--- src/rtl/mini_src_control_unit.sv ---
// Hardwired Moore control sequencer for the Mini SRC datapath.
// Steps fetch/decode/execute T-states and decodes state + opcode into control strobes.
module mini_src_control_unit #(
  parameter int unsigned MEM_WAIT        = 0,
  parameter bit          HALT_ON_ILLEGAL = 1'b0
) (
  input  logic        Clock,
  input  logic        Clear,
  input  logic [31:0] ir,
  input  logic        con_ff,
  input  logic        Stop,
  output logic        PCout, Zlowout, Zhighout, MDRout, LOout, HIout,
  output logic        PCin, IRin, MARin, MDRin, Yin, Zin, LOin, HIin, CONin,
  output logic        AND, ADD, SUB, MUL, DIV, SHR, SHRA, SHL, ROR, ROL, OR, NEG, NOT, IncPC,
  output logic        Read, Write,
  output logic        Gra, Grb, Grc, Rin, Rout, BAout, Cout,
  output logic        Run,
  output logic        Illegal
);

  localparam logic [3:0] S_RST     = 4'd0;
  localparam logic [3:0] S_FETCH0  = 4'd1;
  localparam logic [3:0] S_FETCH1  = 4'd2;
  localparam logic [3:0] S_FETCH1W = 4'd3;
  localparam logic [3:0] S_FETCH2  = 4'd4;
  localparam logic [3:0] S_T3      = 4'd5;
  localparam logic [3:0] S_T4      = 4'd6;
  localparam logic [3:0] S_T5      = 4'd7;
  localparam logic [3:0] S_T6      = 4'd8;
  localparam logic [3:0] S_T6W     = 4'd9;
  localparam logic [3:0] S_T7      = 4'd10;
  localparam logic [3:0] S_HALT    = 4'd11;

  localparam logic [4:0] OP_LD   = 5'b00000;
  localparam logic [4:0] OP_LDI  = 5'b00001;
  localparam logic [4:0] OP_ST   = 5'b00010;
  localparam logic [4:0] OP_ADD  = 5'b00011;
  localparam logic [4:0] OP_SUB  = 5'b00100;
  localparam logic [4:0] OP_AND  = 5'b00101;
  localparam logic [4:0] OP_OR   = 5'b00110;
  localparam logic [4:0] OP_ROR  = 5'b00111;
  localparam logic [4:0] OP_ROL  = 5'b01000;
  localparam logic [4:0] OP_SHR  = 5'b01001;
  localparam logic [4:0] OP_SHRA = 5'b01010;
  localparam logic [4:0] OP_SHL  = 5'b01011;
  localparam logic [4:0] OP_ADDI = 5'b01100;
  localparam logic [4:0] OP_ANDI = 5'b01101;
  localparam logic [4:0] OP_ORI  = 5'b01110;
  localparam logic [4:0] OP_DIV  = 5'b01111;
  localparam logic [4:0] OP_MUL  = 5'b10000;
  localparam logic [4:0] OP_NEG  = 5'b10001;
  localparam logic [4:0] OP_NOT  = 5'b10010;
  localparam logic [4:0] OP_BR   = 5'b10011;
  localparam logic [4:0] OP_JR   = 5'b10100;
  localparam logic [4:0] OP_MFHI = 5'b11000;
  localparam logic [4:0] OP_MFLO = 5'b11001;
  localparam logic [4:0] OP_NOP  = 5'b11010;
  localparam logic [4:0] OP_HALT = 5'b11011;

  // Counter reload for N hold cycles counts N-1 down to 0.
  localparam bit         HAS_WAIT  = (MEM_WAIT != 0);
  localparam logic [3:0] WAIT_LOAD = 4'(HAS_WAIT ? MEM_WAIT - 1 : 0);

  logic [3:0] state_q, state_d;
  logic [3:0] wait_q, wait_d;
  logic [4:0] op;
  logic       is_ralu, is_ialu, is_ld, is_ldi, is_st, is_muldiv, is_negnot;
  logic       is_br, is_jr, is_mfhi, is_mflo, is_nop, is_halt, is_illegal;
  logic       last_t3, alu_en;
  logic [3:0] fetch_next;
  logic       unused_ir;

  assign op         = ir[31:27];
  assign unused_ir  = ^ir[26:0];
  assign is_ralu    = op inside {[OP_ADD:OP_SHL]};
  assign is_ialu    = op inside {[OP_ADDI:OP_ORI]};
  assign is_ld      = (op == OP_LD);
  assign is_ldi     = (op == OP_LDI);
  assign is_st      = (op == OP_ST);
  assign is_muldiv  = (op == OP_MUL) || (op == OP_DIV);
  assign is_negnot  = (op == OP_NEG) || (op == OP_NOT);
  assign is_br      = (op == OP_BR);
  assign is_jr      = (op == OP_JR);
  assign is_mfhi    = (op == OP_MFHI);
  assign is_mflo    = (op == OP_MFLO);
  assign is_nop     = (op == OP_NOP);
  assign is_halt    = (op == OP_HALT);
  assign is_illegal = !(is_ralu || is_ialu || is_ld || is_ldi || is_st || is_muldiv ||
                        is_negnot || is_br || is_jr || is_mfhi || is_mflo || is_nop || is_halt);
  assign last_t3    = is_jr || is_mfhi || is_mflo || is_nop || is_illegal;
  // Stop is honoured only at instruction boundaries, never straight out of RST.
  assign fetch_next = Stop ? S_HALT : S_FETCH0;

  always_ff @(posedge Clock) begin
    if (Clear) begin
      state_q <= S_RST;
      wait_q  <= 4'd0;
    end else begin
      state_q <= state_d;
      wait_q  <= wait_d;
    end
  end

  always_comb begin
    state_d = state_q;
    wait_d  = wait_q;
    case (state_q)
      S_RST:    state_d = S_FETCH0;
      S_FETCH0: state_d = S_FETCH1;
      S_FETCH1: begin
        if (HAS_WAIT) begin
          state_d = S_FETCH1W;
          wait_d  = WAIT_LOAD;
        end else begin
          state_d = S_FETCH2;
        end
      end
      S_FETCH1W: begin
        if (wait_q == 4'd0) state_d = S_FETCH2;
        else                wait_d  = wait_q - 4'd1;
      end
      S_FETCH2: state_d = S_T3;
      S_T3: begin
        if (is_halt || (is_illegal && HALT_ON_ILLEGAL)) state_d = S_HALT;
        else if (last_t3)                               state_d = fetch_next;
        else                                            state_d = S_T4;
      end
      S_T4: state_d = is_negnot ? fetch_next : S_T5;
      S_T5: state_d = (is_ralu || is_ialu || is_ldi) ? fetch_next : S_T6;
      S_T6: begin
        if (!is_ld) begin
          state_d = fetch_next;
        end else if (HAS_WAIT) begin
          state_d = S_T6W;
          wait_d  = WAIT_LOAD;
        end else begin
          state_d = S_T7;
        end
      end
      S_T6W: begin
        if (wait_q == 4'd0) state_d = S_T7;
        else                wait_d  = wait_q - 4'd1;
      end
      S_T7:    state_d = fetch_next;
      S_HALT:  state_d = S_HALT;
      default: state_d = S_RST;
    endcase
  end

  always_comb begin
    {PCout, Zlowout, Zhighout, MDRout, LOout, HIout} = '0;
    {PCin, IRin, MARin, MDRin, Yin, Zin, LOin, HIin, CONin} = '0;
    {AND, ADD, SUB, MUL, DIV, SHR, SHRA, SHL, ROR, ROL, OR, NEG, NOT, IncPC} = '0;
    {Read, Write, Gra, Grb, Grc, Rin, Rout, BAout, Cout, Illegal} = '0;
    alu_en = 1'b0;
    Run    = (state_q != S_RST) && (state_q != S_HALT);
    case (state_q)
      S_FETCH0:  begin PCout = 1'b1; MARin = 1'b1; IncPC = 1'b1; Zin = 1'b1; end
      S_FETCH1:  begin Zlowout = 1'b1; PCin = 1'b1; Read = 1'b1; MDRin = 1'b1; end
      S_FETCH1W: begin Read = 1'b1; MDRin = 1'b1; end
      S_FETCH2:  begin MDRout = 1'b1; IRin = 1'b1; end
      S_T3: begin
        if (is_ralu || is_ialu)            begin Grb = 1'b1; Rout = 1'b1; Yin = 1'b1; end
        if (is_ld || is_ldi || is_st)      begin Grb = 1'b1; BAout = 1'b1; Yin = 1'b1; end
        if (is_muldiv)                     begin Gra = 1'b1; Rout = 1'b1; Yin = 1'b1; end
        if (is_negnot)                     begin Grb = 1'b1; Rout = 1'b1; Zin = 1'b1; alu_en = 1'b1; end
        if (is_br)                         begin Gra = 1'b1; Rout = 1'b1; CONin = 1'b1; end
        if (is_jr)                         begin Gra = 1'b1; Rout = 1'b1; PCin = 1'b1; end
        if (is_mfhi)                       begin HIout = 1'b1; Gra = 1'b1; Rin = 1'b1; end
        if (is_mflo)                       begin LOout = 1'b1; Gra = 1'b1; Rin = 1'b1; end
        Illegal = is_illegal;
      end
      S_T4: begin
        if (is_ralu)                       begin Grc = 1'b1; Rout = 1'b1; Zin = 1'b1; alu_en = 1'b1; end
        if (is_ialu)                       begin Cout = 1'b1; Zin = 1'b1; alu_en = 1'b1; end
        if (is_ld || is_ldi || is_st)      begin Cout = 1'b1; ADD = 1'b1; Zin = 1'b1; end
        if (is_muldiv)                     begin Grb = 1'b1; Rout = 1'b1; Zin = 1'b1; alu_en = 1'b1; end
        if (is_negnot)                     begin Zlowout = 1'b1; Gra = 1'b1; Rin = 1'b1; end
        if (is_br)                         begin PCout = 1'b1; Yin = 1'b1; end
      end
      S_T5: begin
        if (is_ralu || is_ialu || is_ldi)  begin Zlowout = 1'b1; Gra = 1'b1; Rin = 1'b1; end
        if (is_ld || is_st)                begin Zlowout = 1'b1; MARin = 1'b1; end
        if (is_muldiv)                     begin Zlowout = 1'b1; LOin = 1'b1; end
        if (is_br)                         begin Cout = 1'b1; ADD = 1'b1; Zin = 1'b1; end
      end
      S_T6: begin
        if (is_ld)                         begin Read = 1'b1; MDRin = 1'b1; end
        if (is_st)                         begin Gra = 1'b1; Rout = 1'b1; Write = 1'b1; end
        if (is_muldiv)                     begin Zhighout = 1'b1; HIin = 1'b1; end
        if (is_br && con_ff)               begin Zlowout = 1'b1; PCin = 1'b1; end
      end
      S_T6W: begin Read = 1'b1; MDRin = 1'b1; end
      S_T7:  begin MDRout = 1'b1; Gra = 1'b1; Rin = 1'b1; end
      default: ;
    endcase
    if (alu_en) begin
      case (op)
        OP_ADD, OP_ADDI: ADD  = 1'b1;
        OP_SUB:          SUB  = 1'b1;
        OP_AND, OP_ANDI: AND  = 1'b1;
        OP_OR, OP_ORI:   OR   = 1'b1;
        OP_ROR:          ROR  = 1'b1;
        OP_ROL:          ROL  = 1'b1;
        OP_SHR:          SHR  = 1'b1;
        OP_SHRA:         SHRA = 1'b1;
        OP_SHL:          SHL  = 1'b1;
        OP_MUL:          MUL  = 1'b1;
        OP_DIV:          DIV  = 1'b1;
        OP_NEG:          NEG  = 1'b1;
        OP_NOT:          NOT  = 1'b1;
        default: ;
      endcase
    end
  end

endmodule

--- config.mk ---
export PLATFORM = sky130hd
export DESIGN_NAME = mini_src_control_unit
export DESIGN_NICKNAME = d
export VERILOG_FILES = /design/src/rtl/mini_src_control_unit.sv
export SDC_FILE = /design/constraint.sdc
export NUM_CORES = 1
export LEC_CHECK = 0
export CORE_MARGIN = 5
export CORE_UTILIZATION = 43
export CTS_CLUSTER_DIAMETER = 50
export DETAILED_ROUTE_END_ITERATION = 10
export PLACE_DENSITY = 0.85
export SYNTH_ARGS = -nofsm -noshare
export SYNTH_HDL_FRONTEND = slang
export SYNTH_SLANG_ARGS = --single-unit
--- constraint.sdc ---
create_clock -name Clock -period 3.55 [get_ports Clock]
set_input_delay 0.5325 -clock Clock [delete_from_list [all_inputs] [get_ports Clock]]
set_output_delay 0.5325 -clock Clock [all_outputs]
set_load 0.02 [all_outputs]
### Yosys cells after proc, flatten, opt, wreduce, memory -nomap -nowiden

Index checks and enable logic that the tools add are counted.

| word-level totals | value |
|---|---|
| register bits after elaboration | 8 |
| output and inout port bits | 40 |
| bits of input ports | 36 |
| logic and storage cells | 181 |

| cells by class | value |
|---|---|
| eq/ne operators | 38 |
| bitwise operators | 1 |
| order comparisons | 4 |
| muxes and demuxes | 96 |
| reduce and logical (&&, ||, !) cells | 39 |
| add/subtract/negate cells | 1 |

Operators with widths:

| operator | number |
|---|---|
| 2-to-1 mux 1 bit | 73 |
| one-hot mux 4 bit (12 select lines) | 1 |
| == test 5 bit (second input constant) | 9 |
| == test 5 x 4 -> 1 bit (second input constant) | 8 |
| 2-to-1 mux 4 bit | 8 |
| logical OR 1 bit | 22 |
| == test 5 x 3 -> 1 bit (second input constant) | 4 |
| == test 4 x 3 -> 1 bit (second input constant) | 4 |
| == test 4 bit (second input constant) | 4 |
| one-hot mux 1 bit (2 select lines) | 8 |
| one-hot mux 1 bit (4 select lines) | 3 |
| == test 5 x 2 -> 1 bit (second input constant) | 2 |
| less-or-equal comparator 5 x 4 -> 1 bit (second input constant) | 2 |
| OR reduction 2 bit | 5 |
| == test 4 x 2 -> 1 bit (second input constant) | 2 |
| zero test 4 bit | 2 |
| one-hot mux 1 bit (3 select lines) | 2 |
| == test 5 x 1 -> 1 bit (second input constant) | 1 |
| >= comparator 5 x 2 -> 1 bit (second input constant) | 1 |
| >= comparator 5 x 4 -> 1 bit (second input constant) | 1 |
| zero test 5 bit | 1 |
| one-hot mux 1 bit (5 select lines) | 1 |
| == test 4 x 1 -> 1 bit (second input constant) | 1 |
| logical AND 1 bit | 4 |
| other kinds (8) | 10 |

### Depth between registers and ports, before layout

Gate-level depths: netlist of run 1.

| logic depth | value |
|---|---|
| word-level depth | 19 |
| mapped depth | 7 |
| gate-level depth less buffers | 6 |

### Worst setup path before layout of run 1

OpenSTA, ideal clock, no wires.

| timing | value |
|---|---|
| kind | input -> output |
| start | input port ir[27] |
| end | output port Read |
| buffers on the path | 3 |
| cell stages on the path | 7 |
| slack | 1.020 ns |
| data arrival time | 1.998 ns |
| data required time | 3.017 ns |
| cells stage by stage | buf_2 > or2_2 > buf_2 > nor2_1 > o21ai_1 > a21oi_1 > buf_4 |

| on the way | value |
|---|---|
| longest elaborated chain between the ends | 3 |

RTL lines:

| what | RTL line | source |
|---|---|---|
| start: declaration | 9 | `input logic [31:0] ir,` |
| zero test 5 bit | 77 | `assign is_ld = (op == OP_LD);` |
| 2-to-1 mux 1 bit | - |  |
| one-hot mux 1 bit (2 select lines) | - |  |
| end: declaration | 15 | `output logic Read, Write,` |

No other way between the ends.

### Worst setup path after layout of run 1

| timing | value |
|---|---|
| start | input port ir[30] |
| end | output port SUB |

| on the way | value |
|---|---|
| longest elaborated chain between the ends | 7 |
| elaborated cells between the ends (all ways) | 20 |
| those cells by class | order compare (4); eq/ne (5); mux (7); reduce/logical (4) |

RTL lines:

| what | RTL line | source |
|---|---|---|
| >= comparator 5 x 2 -> 1 bit / less-or-equal comparator 5 x 4 -> 1 bit (equally long branches) | 75 | `assign is_ralu = op inside {[OP_ADD:OP_SHL]};` |
| logical AND 1 bit | 75 |  |
| 2-to-1 mux 1 bit | 174 | `if (is_ralu) begin Grc = 1'b1; Rout = 1'b1; Zin = 1'b1; alu_en = 1'b1; end` |
| 2-to-1 mux 1 bit | 175 | `if (is_ialu) begin Cout = 1'b1; Zin = 1'b1; alu_en = 1'b1; end` |
| 2-to-1 mux 1 bit | 177 | `if (is_muldiv) begin Grb = 1'b1; Rout = 1'b1; Zin = 1'b1; alu_en = 1'b1; end` |
| one-hot mux 1 bit (2 select lines) | 157 | `case (state_q)` |
| 2-to-1 mux 1 bit (*) | 197 | `if (alu_en) begin` |
| end: declaration | 14 | `output logic AND, ADD, SUB, MUL, DIV, SHR, SHRA, SHL, ROR, ROL, OR, NEG, NOT, IncPC,` |

Mark *: on every way between the ends. The rest lies on a longest branch, timed or not.

==> impl_metrics.env, run 1 <==
export IMPL_hp_class="reg2reg"
export IMPL_die_y_um=67.1
export IMPL_worst_path_max_fanout=6
export IMPL_cts_hold_buffers=0
export IMPL_synthCells=199
export IMPL_cts_setup_buffers=0
export IMPL_diodes=0
export IMPL_yosysSeqAreaShare=0.114
export IMPL_grt_usage=0.212
export IMPL_antenna_found_initial=0
export IMPL_boundaryPins=76
export IMPL_finalCriticalPeriod_ps=3390
export IMPL_cts_sinks=8
export IMPL_initial_core_util=0.452
export IMPL_cap_violations=0
export IMPL_worstSetupEndpointType="output pin"
export IMPL_ff2ff_path_depth=6
export IMPL_ant_nets=0
export IMPL_drive_above_1_share=0.160
export IMPL_final_setup_tns_ps=0
export IMPL_setup_viol=0
export IMPL_max_freq_mhz=295
export IMPL_coreArea_mm2=0.00310
export IMPL_cp_data_required_time_ps=3020
export IMPL_tightest_slew_ps=570
export IMPL_syn2layout_area_growth_pct=40.2
export IMPL_grt_overflow=0
export IMPL_netlist_area_mm2=0.00140
export IMPL_cp_start_kind="input pin"
export IMPL_vias=1736
export IMPL_cts_tree="built"
export IMPL_drtIter0Drc=268
export IMPL_power_density_mw_per_mm2=222
export IMPL_skew_ps=5.98
export IMPL_clk_latency_ps=250
export IMPL_grt_pass1_wl_um=7600
export IMPL_maxSlewViolCount=0
export IMPL_hold_violations=0
export IMPL_startpoint="ir[30]"
export IMPL_synth_top_flop_cell="dfxtp_1"
export IMPL_leakagePower_nw=0.687
export IMPL_r2r_start="wait_q[0]"
export IMPL_layout_common_cells="47 x clkdlybuf4s50_1, 25 x nor2_1, 15 x buf_4, 14 x nand2_1, 13 x nor3_1"
export IMPL_synthArstFlopShare=0
export IMPL_worstSetupPathType="in2out"
export IMPL_die_x_um=67.1
export IMPL_vias_per_cell=6.05
export IMPL_syn_num_nets=236
export IMPL_drcViolationCount=0
export IMPL_max_slew_margin=0.620
export IMPL_clkTransAtPathRegs_ps=50
export IMPL_ys_warn_count=0
export IMPL_nNetsFinal=282
export IMPL_min_delay_start="wait_q[1]"
export IMPL_num_rows=20
export IMPL_wirelength_um=4470
export IMPL_wl_per_cell_um=15.6
export IMPL_final_period_utilization=0.955
export IMPL_synth_edf_count=0
export IMPL_synthDistinctLibCells=64
export IMPL_die_area_mm2=0.00451
export IMPL_status="complete, no violations"
export IMPL_htree_levels=1
export IMPL_regToRegSetupSlack_ps=1740
export IMPL_min_path_cells=2
export IMPL_grt_pass1_vias=1605
export IMPL_fillCellCount=280
export IMPL_clock_path_buffers=2
export IMPL_layout_commonest_cell="clkdlybuf4s50_1"
export IMPL_worstReg2RegEnd="state_q[0]"
export IMPL_cts_buffers=3
export IMPL_hold_slack_ps=513
export IMPL_whs_endpoint="wait_q[1]"
export IMPL_syn_area_per_cell_um2=7.05
export IMPL_drtPass1Iterations=5
export IMPL_io_buffers=48
export IMPL_vdd_drop_max_uv=141
export IMPL_root_buffer="clkbuf_4"
export IMPL_rsz0062_at_grt="false"
export IMPL_worstPathArrival_ps=2860
export IMPL_gp_routability_congestion=0.925
export IMPL_ys_ff_latch=8
export IMPL_grt_max_degree=22
export IMPL_place_hpwl_um=3510
## how the worst max path moves through the flow
stage	slack, ps	endpoint
6_report	160	SUB
3_3_place_gp	180	SUB
3_5_place_dp	170	SUB
2_1_floorplan	1020	Read
5_1_grt	70	SUB
4_1_cts	150	ROR
## synthesized netlist by cell type, types with 2 or more instances
library cell / n / area, µm²
a211oi_1: 2 / 15.0
a21o_1: 4 / 30.0
a21oi_1: 3 / 15.0
a22oi_1: 4 / 30.0
a31oi_1: 2 / 12.5
a41oi_1: 2 / 17.5
and2_1: 2 / 12.5
and3_1: 2 / 12.5
buf_1: 2 / 7.51
buf_2: 10 / 50.1
buf_4: 2 / 15.0
buf_6: 3 / 33.8
clkbuf_1: 6 / 22.5
dfxtp_1: 8 / 160
inv_1: 3 / 11.3
inv_2: 3 / 11.3
nand2_1: 14 / 52.6
nand2b_1: 7 / 43.8
nand3_1: 8 / 40.0
nand4_1: 4 / 25.0
nor2_1: 25 / 93.8
nor2b_1: 4 / 25.0
nor3_1: 13 / 65.1
nor3_2: 3 / 30.0
nor4_1: 2 / 12.5
nor4_4: 2 / 42.5
o211ai_1: 3 / 22.5
o21ai_0: 4 / 20.0
o21ai_1: 5 / 25.0
o22ai_1: 3 / 18.8
o31ai_1: 6 / 45.0
or3_1: 2 / 12.5
or3b_1: 2 / 17.5
xor2_1: 4 / 35.0
## through the flow
| stage | area [µm²] | utilization | setup slack, ps | std cells | power [mW] |
|---|---|---|---|---|---|
| 2_1_floorplan | 1400 | - | 1020 | 199 | 0.277 |
| 5_1_grt | 1970 | 0.634 | 70.5 | 287 | 0.469 |
| 3_5_place_dp | 1940 | 0.626 | 169 | 284 | 0.370 |
| 4_1_cts | 1970 | 0.633 | 153 | 287 | 0.438 |
| 3_3_place_gp | 1940 | 0.626 | 175 | 284 | 0.367 |
| 6_report | 1970 | 0.634 | 159 | 287 | 0.438 |
## routing by layer
layer,vias up,track usage,part of all wire
li1,826,-,-
met1,791,0.291,0.41
met2,113,0.344,0.48
met3,6,0.0516,0.11
met4,0,0.0304,0.0069
met5,-,0,0
## cell families (layout without fill, tap and decap cells)
| group | Yosys count | after routing | share of synthesized area |
|---|---|---|---|
| adders and majority gates | 2 | 2 | 0.0160 |
| buffers and inverters | 29 | 73 | 0.108 |
| AOI/OAI and AO/OA | 50 | 50 | 0.274 |
| and+or+nand+nor | 105 | 105 | 0.457 |
| xor gates and xnor gates | 5 | 5 | 0.0312 |
| DFF | 8 | 8 | 0.114 |
## sequential cells by signal, indices dropped and copies added (netlist names)
| register | count |
|---|---|
| wait_q | 4 |
| state_q | 4 |
## what timing repair did
action                     4_1_cts  5_1_grt
setup endpoints to repair        0        1
hold endpoints to repair         0        0
gates resized for setup          0        1
## final cells by class
class / count / area, µm² / area share
timing repair buffer: 64 / 616 / 0.313
tap: 44 / 55.1 / 0.0280
sequential: 8 / 160 / 0.0814
clock buffer: 3 / 22.5 / 0.0114
inverter: 6 / 22.5 / 0.0114
multi-input combinational: 162 / 1090 / 0.555
## critical path, cell delays in order
cell and delay (ps):
clkdlybuf4s50_1 470, or3b_1 560, a21oi_4 260, a22oi_4 160
nor4_4 230, clkdlybuf4s50_1 640
## power by group
group          total (mW)  switching, mW  internal, mW  leakage [nW]
Sequential          0.118         0.0227        0.0958        0.0650
Clock              0.0657         0.0273        0.0384        0.0138
Combinational       0.253          0.144         0.109         0.608
Total               0.438          0.194         0.243         0.687
Power figures use the tool's default switching activity.
==> inputs of run 2 (changes only) <==
Settings changed: SKIP_LAST_GASP from default to 1.
==> results of run 2 <==
The final DEF is identical to that of run 1; final timing and power are the same.
